### config.mk
export PLATFORM = sky130hd
export DESIGN_NAME = alarm_timer_sched_flat
export DESIGN_NICKNAME = d
export VERILOG_FILES = /design/src/rtl/alarm_timer_sched_if.sv /design/src/rtl/alarm_timer_sched.sv /design/src/flat_wrapper.sv
export SDC_FILE = /design/constraint.sdc
export NUM_CORES = 1
export LEC_CHECK = 0
export BUFFER_PORTS_ARGS = -buffer_cell sky130_fd_sc_hd__clkbuf_2
export CORE_MARGIN = 10
export CORE_UTILIZATION = 55
export CTS_CLUSTER_SIZE = 24
export DETAILED_ROUTE_END_ITERATION = 6
export PLACE_DENSITY = 0.75
export SETUP_SLACK_MARGIN = 0.02
export SLEW_MARGIN = 5
export SYNTH_ARGS = -nofsm -noshare
export SYNTH_HDL_FRONTEND = slang
export SYNTH_SLANG_ARGS = --single-unit
### constraint.sdc
create_clock -name clock -period 2.9 [get_ports clock]
set_clock_uncertainty 0.15 [all_clocks]
set_input_delay 0.58 -clock clock [delete_from_list [all_inputs] [get_ports clock]]
set_output_delay 0.58 -clock clock [all_outputs]
set_load 0.03 [all_outputs]
### src/rtl/alarm_timer_sched_if.sv
// Request/status bundle between the alarm FSM / user reprogram logic and the
// shared countdown timer.
interface alarm_timer_sched_if;
  logic       reprogram;
  logic [1:0] time_param_sel;
  logic [3:0] time_value;
  logic       start;
  logic [1:0] interval;
  logic       cancel;
  logic       busy;
  logic       expired;
  logic [3:0] remaining;
  logic       one_hz;

  modport master (
    output reprogram, time_param_sel, time_value, start, interval, cancel,
    input  busy, expired, remaining, one_hz
  );

  modport slave (
    input  reprogram, time_param_sel, time_value, start, interval, cancel,
    output busy, expired, remaining, one_hz
  );
endinterface

### src/rtl/alarm_timer_sched.sv
// Shared anti-theft countdown timer: parameter file, one-second prescaler and
// single-interval FSM. Optional REPROG_LOCK_EN blocks parameter writes while busy.
//
// state   | meaning
// S_IDLE  | no interval running, remaining = 0
// S_COUNT | interval running, count decrements on each one_hz tick
module alarm_timer_sched #(
  parameter int TICK_DIV   = 100000000,
  parameter int DEF_ARM    = 6,
  parameter int DEF_DRIVER = 8,
  parameter int DEF_PASS   = 15,
  parameter int DEF_ALARM  = 10
) (
  input logic                clock,
  input logic                reset,
  alarm_timer_sched_if.slave bus
);

  localparam int PW = (TICK_DIV > 2) ? $clog2(TICK_DIV) : 1;
  localparam logic [PW-1:0] PRESC_MAX = PW'(TICK_DIV - 1);
  localparam logic [3:0][3:0] PARAM_DEF = {4'(DEF_ALARM), 4'(DEF_PASS),
                                           4'(DEF_DRIVER), 4'(DEF_ARM)};

  typedef enum logic {
    S_IDLE  = 1'b0,
    S_COUNT = 1'b1
  } state_t;

  state_t          state_q, state_d;
  logic [PW-1:0]   presc_q, presc_d;
  logic [3:0]      count_q, count_d;
  logic [3:0][3:0] param_q, param_d;
  logic            expired_q, expired_d;
  logic            one_hz_q, one_hz_d;
  logic            tick;
  logic            wr_en;

  always_ff @(posedge clock or negedge reset) begin
    if (!reset) begin
      state_q   <= S_IDLE;
      presc_q   <= '0;
      count_q   <= '0;
      param_q   <= PARAM_DEF;
      expired_q <= 1'b0;
      one_hz_q  <= 1'b0;
    end else begin
      state_q   <= state_d;
      presc_q   <= presc_d;
      count_q   <= count_d;
      param_q   <= param_d;
      expired_q <= expired_d;
      one_hz_q  <= one_hz_d;
    end
  end

`ifdef REPROG_LOCK_EN
  assign wr_en = bus.reprogram && (state_q == S_IDLE);
`else
  assign wr_en = bus.reprogram;
`endif

  always_comb begin
    state_d   = state_q;
    count_d   = count_q;
    expired_d = 1'b0;
    param_d   = param_q;
    tick      = (presc_q == PRESC_MAX);
    presc_d   = tick ? '0 : presc_q + 1'b1;

    // Intervals always load from param_q, so a same-cycle write is not seen.
    case (state_q)
      S_IDLE: begin
        if (bus.start && !bus.cancel) begin
          state_d = S_COUNT;
          count_d = param_q[bus.interval];
          presc_d = '0;
        end
      end
      S_COUNT: begin
        if (bus.cancel) begin
          state_d = S_IDLE;
          count_d = '0;
        end else if (bus.start) begin
          count_d = param_q[bus.interval];
          presc_d = '0;
        end else if (tick) begin
          count_d = count_q - 4'd1;
          if (count_q == 4'd1) begin
            state_d   = S_IDLE;
            expired_d = 1'b1;
          end
        end
      end
      default: begin
        state_d = S_IDLE;
        count_d = '0;
      end
    endcase

    if (wr_en) begin
      param_d[bus.time_param_sel] = (bus.time_value == 4'd0) ?
                                    PARAM_DEF[bus.time_param_sel] : bus.time_value;
    end

    one_hz_d = (presc_d == PRESC_MAX);
  end

  assign bus.busy      = (state_q == S_COUNT);
  assign bus.expired   = expired_q;
  assign bus.remaining = count_q;
  assign bus.one_hz    = one_hz_q;

endmodule

### src/flat_wrapper.sv
// flat-port wrapper written by rule: the top's interface ports become plain ports
module alarm_timer_sched_flat 
#(
  parameter int TICK_DIV   = 100000000,
  parameter int DEF_ARM    = 6,
  parameter int DEF_DRIVER = 8,
  parameter int DEF_PASS   = 15,
  parameter int DEF_ALARM  = 10
)
  (clock, reset, bus_reprogram, bus_time_param_sel, bus_time_value, bus_start, bus_interval, bus_cancel, bus_busy, bus_expired, bus_remaining, bus_one_hz);
  alarm_timer_sched_if bus_i ();
  input logic clock;
  input logic reset;
  input wire logic [$bits(bus_i.reprogram)-1:0] bus_reprogram;
  input wire logic [$bits(bus_i.time_param_sel)-1:0] bus_time_param_sel;
  input wire logic [$bits(bus_i.time_value)-1:0] bus_time_value;
  input wire logic [$bits(bus_i.start)-1:0] bus_start;
  input wire logic [$bits(bus_i.interval)-1:0] bus_interval;
  input wire logic [$bits(bus_i.cancel)-1:0] bus_cancel;
  output wire logic [$bits(bus_i.busy)-1:0] bus_busy;
  output wire logic [$bits(bus_i.expired)-1:0] bus_expired;
  output wire logic [$bits(bus_i.remaining)-1:0] bus_remaining;
  output wire logic [$bits(bus_i.one_hz)-1:0] bus_one_hz;
  assign bus_i.reprogram = bus_reprogram;
  assign bus_i.time_param_sel = bus_time_param_sel;
  assign bus_i.time_value = bus_time_value;
  assign bus_i.start = bus_start;
  assign bus_i.interval = bus_interval;
  assign bus_i.cancel = bus_cancel;
  assign bus_busy = bus_i.busy;
  assign bus_expired = bus_i.expired;
  assign bus_remaining = bus_i.remaining;
  assign bus_one_hz = bus_i.one_hz;
  alarm_timer_sched #(.TICK_DIV(TICK_DIV), .DEF_ARM(DEF_ARM), .DEF_DRIVER(DEF_DRIVER), .DEF_PASS(DEF_PASS), .DEF_ALARM(DEF_ALARM)) u_core (.clock(clock), .reset(reset), .bus(bus_i));
endmodule
==> results of run 1 <==
worst reg2reg max path, stage by stage (launching register included):
cell                        delay [ns]
sky130_fd_sc_hd__dfrtp_1          0.45
sky130_fd_sc_hd__ha_1             0.38
sky130_fd_sc_hd__and4_1           0.26
sky130_fd_sc_hd__nand4_1          0.27
sky130_fd_sc_hd__xor2_1           0.27
sky130_fd_sc_hd__and4bb_1         0.22
sky130_fd_sc_hd__o2111ai_1        0.15
sky130_fd_sc_hd__nor4b_2          0.27
layout make-up:
type	count	area [µm²]
clock inverter	3	25.0
sequential	50	1260
multi-input combinational	202	1380
fill	393	1750
clock buffer	5	68.8
tap	67	83.8
timing repair buffer	23	125
inverter	8	30.0
cells in the mapped netlist, types with 3 or more instances:
| cell type | count | area share (%) |
|---|---|---|
| sky130_fd_sc_hd__nand4_1 | 5 | 1.2 |
| sky130_fd_sc_hd__nand3_1 | 12 | 2.2 |
| sky130_fd_sc_hd__o21ai_1 | 4 | 0.74 |
| sky130_fd_sc_hd__nand2_1 | 20 | 2.8 |
| sky130_fd_sc_hd__buf_2 | 5 | 0.93 |
| sky130_fd_sc_hd__a21oi_1 | 11 | 2.0 |
| sky130_fd_sc_hd__inv_1 | 8 | 1.1 |
| sky130_fd_sc_hd__dfrtp_1 | 41 | 38 |
| sky130_fd_sc_hd__o21ai_0 | 9 | 1.7 |
| sky130_fd_sc_hd__dfstp_2 | 9 | 8.8 |
| sky130_fd_sc_hd__mux4_2 | 4 | 3.3 |
| sky130_fd_sc_hd__nor3_1 | 10 | 1.9 |
| sky130_fd_sc_hd__ha_1 | 3 | 1.4 |
| sky130_fd_sc_hd__xnor2_1 | 11 | 3.6 |
| sky130_fd_sc_hd__nor3b_1 | 3 | 0.83 |
| sky130_fd_sc_hd__and3_1 | 4 | 0.93 |
| sky130_fd_sc_hd__nor2b_1 | 3 | 0.70 |
| sky130_fd_sc_hd__nor2_1 | 43 | 6.0 |
| sky130_fd_sc_hd__mux2_2 | 8 | 3.3 |
| sky130_fd_sc_hd__or3_1 | 3 | 0.70 |
| sky130_fd_sc_hd__xor2_1 | 12 | 3.9 |
| sky130_fd_sc_hd__nor4_1 | 4 | 0.93 |
| sky130_fd_sc_hd__nand3b_1 | 3 | 0.83 |
stage by stage:
step / total power (µW) / instance area [µm²] / hold WS (ns)
floorplan: 1060 / 2700 / 0.134
global placement: 1140 / 2880 / 0.314
detailed placement: 1150 / 2880 / 0.323
CTS: 1570 / 2980 / 0.0102
global route: 1650 / 2980 / 0.0275
finish: 1560 / 2980 / 0.0108
power by group through the flow:
| stage | registers [µW] | logic, µW | clock network (µW) |
|---|---|---|---|
| after floorplan | 876 | 184 | 0 |
| after global placement | 875 | 266 | 0 |
| after detailed placement | 879 | 274 | 0 |
| after CTS | 866 | 276 | 431 |
| after global routing | 882 | 307 | 463 |
| final | 866 | 270 | 421 |
registers in the layout (all words and copies together) (netlist names):
signal / flops
u_core.param_q: 16
u_core.bus.remaining: 4
u_core.bus.busy: 1
u_core.presc_q: 27
u_core.bus.expired: 1
u_core.bus.one_hz: 1
worst max path at each step:
| stage | to | slack (ns) |
|---|---|---|
| final | u_core.bus.one_hz | 0.40 |
| after detailed placement | u_core.bus.one_hz | 0.43 |
| after global routing | u_core.bus.remaining[0] | 0.18 |
| after floorplan | u_core.bus.remaining[0] | 0.74 |
| after CTS | u_core.bus.one_hz | 0.40 |
| after global placement | u_core.bus.remaining[1] | 0.48 |
routing by layer:
layer	routed length (µm)	GRT usage, %	up-vias
met5	0	0	-
met4	65	4.24	0
met3	203	2.83	7
met2	2560	22.3	33
met1	2820	20.5	973
li1	-	-	994
kinds of logic after synthesis:
logic type,count (synthesis)
buffers and inverters,13
multiplexers,12
AND/OR/NAND/NOR,127
flip-flops,50
adder cells (fa/ha/maj),3
XOR/XNOR,23
AO/OA/AOI/OAI,37
==> metrics.sh, run 1 <==
OUTCOME='complete, no violations'
COMBINATIONAL_FAMILY_WITH_THE_MOST_AREA_AFTER_SYNTHESIS='simple AND/OR/NAND/NOR gates'
TIMING.RR.END='u_core.bus.one_hz'
MAPPEDNETLISTNETS=281
HP-CLASS='in -> async'
POWER.DENSITY_mW_PER_MM2=523
ROUTE.DETAILED.DRC=0
HOLD_VIOLATIONS_FINAL=0
FINAL_ANTENNA_NET_COUNT=0
PLACE_CONGESTION=0.927
SYNTHSIMPLEGATEAREAFRAC_PCT=26.6
INITIAL_UTILIZATION_PCT=57.1
ROWS=25
IRDROPWORSTVDD_uV=381
FINAL_CELL_MIX='sky130_fd_sc_hd__nor2_1, sky130_fd_sc_hd__dfrtp_1, sky130_fd_sc_hd__nand2_1'
SYNTH-XOR-AREA-SHARE_PCT=7.47
SERIES_OF_CELL_INSTANCES_ALONG_THE_CRITICAL_PATH='ha_1 > and4_1 > nand4_1 > xor2_1 > and4bb_1 > o2111ai_1 > nor4b_2'
TOTAL_INSERTED_ANTENNA_CELLS=0
DRT_VIA_DENSITY=5.61
TIMING.SETUP.CRITICAL_PATH_CLASS='reg -> reg'
SYNTHDISTINCTLIBCELLS=43
FF2FF_PATH_DEPTH=7
FRACTION_OF_POWER_CONSUMED_BY_SEQUENTIAL_LOGIC_PCT=55.6
FIN_NETS=306
DP_HPWL_MM=4.17
GLOBALROUTE.TOTALOVERFLOW=0
ROUTE.DETAILED.WL_PER_INST_UM=15.8
CP-START-KIND='register'
SETUP_VIOLATING_ENDPOINT_COUNT_IN_THE_FINAL_REPORT=0
TIMING.CRITICAL_PATH.REQUIRED_NS=2.96
FINAL.PERIOD_UTILIZATION_PCT=86.1
CRITICAL-PATH-SLOWEST-CELL='sky130_fd_sc_hd__dfrtp_1'
COUNT_OF_BUFFERS_ADDED_BY_POST_CTS_TIMING_REPAIR_FOR_SETUP=0
CRIT_START='u_core.presc_q[0]'
SETUP_TNS_FINAL_NS=0
FIN_CRIT_NS=2.50
MAX-SLEW-MARGIN-REL_PCT=59.7
POWER_FRAC_COMB_PCT=17.4
CELLLEAKAGEPOWER_uW=0.00130
SYNTH_ENABLE_FLOP_CELLS=0
POWER.SWITCHING_FRACTION_PCT=30.9
GRT.TOTAL_USAGE_PCT=14.6
MAXIMUM_FREQUENCY_FROM_STATIC_TIMING_ANALYSIS_MHz=400
YS_SEQ_ELEMENTS=50
DRT_FIRST_ITER_VIOLATIONS=110
ROUTED_WL_MM=5.64
SYNTH_COMPOUND_GATE_AREA_SHARE_PCT=9.00
NUMBER_OF_ANTENNA_VIOLATIONS_AT_THE_FIRST_CHECK_IN_GLOBAL_ROUTING=0
TIMING.FINAL.MAX_SLEW_VIOLATIONS=0
ROUTED-VIA-COUNT=2007
PATH_CLK_SLEW_NS=0.09
SYN-MEAN-INSTANCE-AREA_UM2=10.2
SYNTH_ADDER_AREA_SHARE_PCT=1.39
PRECTSSETUPSLACK_NS=0.433
TIMING.CRITICAL_PATH.TO_TYPE='register'
CTS_INSERTED_BUFFERS=5
SWITCHING_POWER_uW=481
GRT_START_MAX_NET_PINS=38
DRT_FIRST_PASS_ITERS=6
FINAL_CORE_UTILIZATION_PCT=63.0
CP.DEPTH=7
LAYOUT.CELLS.NON_FILLER=358
R2R_SLACK_NS=0.40
CP_NUM_BUF_INV=0
IOPINCOUNT=20
GRT_FIRST_PASS_WIRELENGTH_MM=9.96
TIMING.CRITICAL_PATH.ARRIVAL_NS=2.56
GRT_PASS1_VIAS=2013
DIE_W_UM=90.0
DRV_CAP=0
CTS_TREE='done'
CLOCK_SINKS=50
DIE_H_UM=90.0
TOTAL_NUMBER_OF_H_TREE_LEVELS=2
PORT_BUFFERS=19
POST_CTS_HOLD_BUFFER_COUNT=0
YS_WARN_COUNT=0
CTS_BUFFER_DEPTH=2
SYNTH_TOP_FLOP_CELL='sky130_fd_sc_hd__dfrtp_1'
SYNTHARSTFLOPSHARE_PCT=100
POWER.SHARE.CLOCK_PCT=27.0
DIE_AREA_MM2=0.00811
TIGHTESTPINTRANSITION_NS=0.605
AREA_DELTA_SYNTH_FINAL_PCT=10.3
POSTCTSRESIZEDCELLS=0
SYNTHESIS.INSTANCES=265
PATH_MAX_FANOUT=8
LAYOUT-DRIVE-GT1-SHARE_PCT=22.3
CPPEAKSTAGEDELAY_NS=0.45
CTS.ROOT.BUFFER_CELL='sky130_fd_sc_hd__clkbuf_8'
POST_SYNTH_MUX_AREA_SHARE_PCT=6.68
YS_SEQ_AREA_SHARE_PCT=46.8
WORST_SKEW_PAIR.LATE_LATENCY_NS=0.31
CRITICAL-PATH-TOP-DELAY-FAMILY='simple AND/OR/NAND/NOR gates'
CRITICAL_PATH.REG2REG.STARTPOINT='u_core.presc_q[0]'
POSTLAYOUTSETUPSLACKWORST_NS=0.402
COREAREA_MM2=0.00472
RSZ0062_AT_GRT='no'
SYNTH_AREA_MM2=0.00270
MOST_COMMON_LIBRARY_CELL_IN_THE_LAYOUT_IGNORING_FILL_AND_TAPS='sky130_fd_sc_hd__nor2_1'
PLACEDCELLCOUNT=350
INTERNAL_POWER_uW=1080
(Power assumes the default switching activity.)
==> run 2, diff against run 1 <==
CORE_UTILIZATION = 35   (was 55)
PLACE_DENSITY = 0.52   (was 0.75)
==> metrics.sh, run 2 (same netlist as run 1, synthesis figures left out) <==
OUTCOME='complete, no violations'
DIE_H_UM=108
FINAL_ANTENNA_NET_COUNT=0
FINAL.PERIOD_UTILIZATION_PCT=87.8
CRITICAL-PATH-TOP-DELAY-FAMILY='simple AND/OR/NAND/NOR gates'
CP-START-KIND='register'
CTS.ROOT.BUFFER_CELL='sky130_fd_sc_hd__clkbuf_8'
LAYOUT-DRIVE-GT1-SHARE_PCT=22.5
TOTAL_INSERTED_ANTENNA_CELLS=0
DRT_FIRST_ITER_VIOLATIONS=91
POSTPLACECELLAREA_MM2=0.00294
POSTCTSRESIZEDCELLS=0
HP-CLASS='in -> async'
TIGHTESTPINTRANSITION_NS=0.558
CTS_TREE='done'
DP_HPWL_MM=4.39
ROUTED_WL_MM=5.71
PATH_CLK_SLEW_NS=0.09
CLOCK_SINKS=50
CELLLEAKAGEPOWER_uW=0.00131
FILLCELLCOUNT=753
FIN_NETS=308
GRT_FIRST_PASS_WIRELENGTH_MM=9.94
TIMING.FINAL.MAX_SLEW_VIOLATIONS=0
CRITICAL-PATH-SLOWEST-CELL='sky130_fd_sc_hd__dfrtp_1'
DIE_W_UM=108
WORST_SKEW_PAIR.LATE_LATENCY_NS=0.31
GRT_PASS1_VIAS=1921
RSZ0062_AT_GRT='no'
STDCELL_AREA_MM2=0.00302
DR_WL_MET2_MM=2.49
FINAL_CELL_MIX='sky130_fd_sc_hd__nor2_1, sky130_fd_sc_hd__dfrtp_1, sky130_fd_sc_hd__nand2_1'
TIMING.CRITICAL_PATH.REQUIRED_NS=2.97
POST_CTS_HOLD_BUFFER_COUNT=0
TIMING.CRITICAL_PATH.ARRIVAL_NS=2.61
FIN_CRIT_NS=2.55
ROWS=31
SERIES_OF_CELL_INSTANCES_ALONG_THE_CRITICAL_PATH='ha_1 > and4_1 > nand4_1 > xor2_1 > and4bb_1 > o2111ai_1 > nor4b_2'
CTS_INSERTED_BUFFERS=5
DRT_VIA_DENSITY=5.09
HOLD_VIOLATIONS_FINAL=0
ROUTE.DETAILED.WL_PER_INST_UM=14.6
TIMING.SETUP.CRITICAL_PATH_CLASS='reg -> reg'
MOST_COMMON_LIBRARY_CELL_IN_THE_LAYOUT_IGNORING_FILL_AND_TAPS='sky130_fd_sc_hd__nor2_1'
PATH_MAX_FANOUT=8
SETUP_VIOLATING_ENDPOINT_COUNT_IN_THE_FINAL_REPORT=0
CPPEAKSTAGEDELAY_NS=0.46
INITIAL_UTILIZATION_PCT=36.6
ROUTE.DETAILED.DRC=0
DRV_CAP=0
IOPINCOUNT=20
CTS_BUFFER_DEPTH=2
TOTAL_NUMBER_OF_H_TREE_LEVELS=2
PORT_BUFFERS=19
WL_MET3_UM=252
ROUTED.TOP_LAYER='met4'
SETUP_TNS_FINAL_NS=0
GRT.TOTAL_USAGE_PCT=10.5
MAX-SLEW-MARGIN-REL_PCT=62.8
FINAL_CORE_UTILIZATION_PCT=41.0
PLACE_CONGESTION=0.779
LARGEST_REGISTER_FF_COUNT=27
AREA_DELTA_SYNTH_FINAL_PCT=12.1
NUMBER_OF_ANTENNA_VIOLATIONS_AT_THE_FIRST_CHECK_IN_GLOBAL_ROUTING=0
MAXIMUM_FREQUENCY_FROM_STATIC_TIMING_ANALYSIS_MHz=393
COUNT_OF_BUFFERS_ADDED_BY_POST_CTS_TIMING_REPAIR_FOR_SETUP=0
IRDROPWORSTVDD_uV=182
GLOBALROUTE.TOTALOVERFLOW=0
POWER.DENSITY_mW_PER_MM2=512
TIMING.CRITICAL_PATH.TO_TYPE='register'
DRT-MET1-WL_MM=2.88
DRT_FIRST_PASS_ITERS=5
ROUTED-VIA-COUNT=1996
DIE_AREA_MM2=0.0116
TOP_REGISTER='u_core.presc_q'
CP_NUM_BUF_INV=0
COREAREA_MM2=0.00737
GRT_START_MAX_NET_PINS=30
run 2: cell types whose count changed in the layout (fill, tap and decap cells not counted), sizes merged:
cell,before,now
clkinv,1,2
buf,4,6
clkinvlp,1,0
inv,9,8
clkbuf,24,25
run 2: stage by stage:
stage                     instances  power [µW]  hold WS (ns)  setup slack (ns)
final                           392        1550        0.0891             0.354
after global routing            392        1640         0.107             0.190
after CTS                       392        1570         0.102             0.343
after detailed placement        384        1160         0.325             0.350
after global placement          384        1150         0.319             0.378
after floorplan                 265        1060         0.134             0.737
run 2: layer usage:
layer / GRT usage (%) / up-vias
met5: 0 / -
met4: 3.15 / 0
met3: 2.40 / 5
met2: 15.0 / 40
met1: 15.3 / 958
li1: - / 993
run 2: final timing paths:
check                                       start            endpoint  slack, ns  cells past startpoint
max in group asynchronous                   reset   u_core.param_q[7]       2.14                      2
worst min register to register  u_core.param_q[7]   u_core.param_q[7]       0.33                      2
worst max register to register  u_core.presc_q[0]   u_core.bus.one_hz       0.35                      7
worst min-delay path                        reset  u_core.presc_q[15]       0.09                      2
min in group clock                     bus_cancel     u_core.bus.busy       0.32                      2
worst max-delay path            u_core.presc_q[0]   u_core.bus.one_hz       0.35                      7
run 2: area by class of cell:
class / count / area [µm²] / share of cell area (%)
multi-input cells: 202 / 1380 / 45.7
flip-flops and latches: 50 / 1260 / 41.8
repair buffers: 25 / 140 / 4.64
well taps: 99 / 124 / 4.10
clock buffers: 6 / 72.6 / 2.40
inverters: 8 / 30.0 / 0.993
clock inverters: 2 / 13.8 / 0.455
run 2: where the power goes:
group,switching [µW],internal (µW)
Combinational,154,118
Clock,238,171
Sequential,79.6,786
Total,472,1070
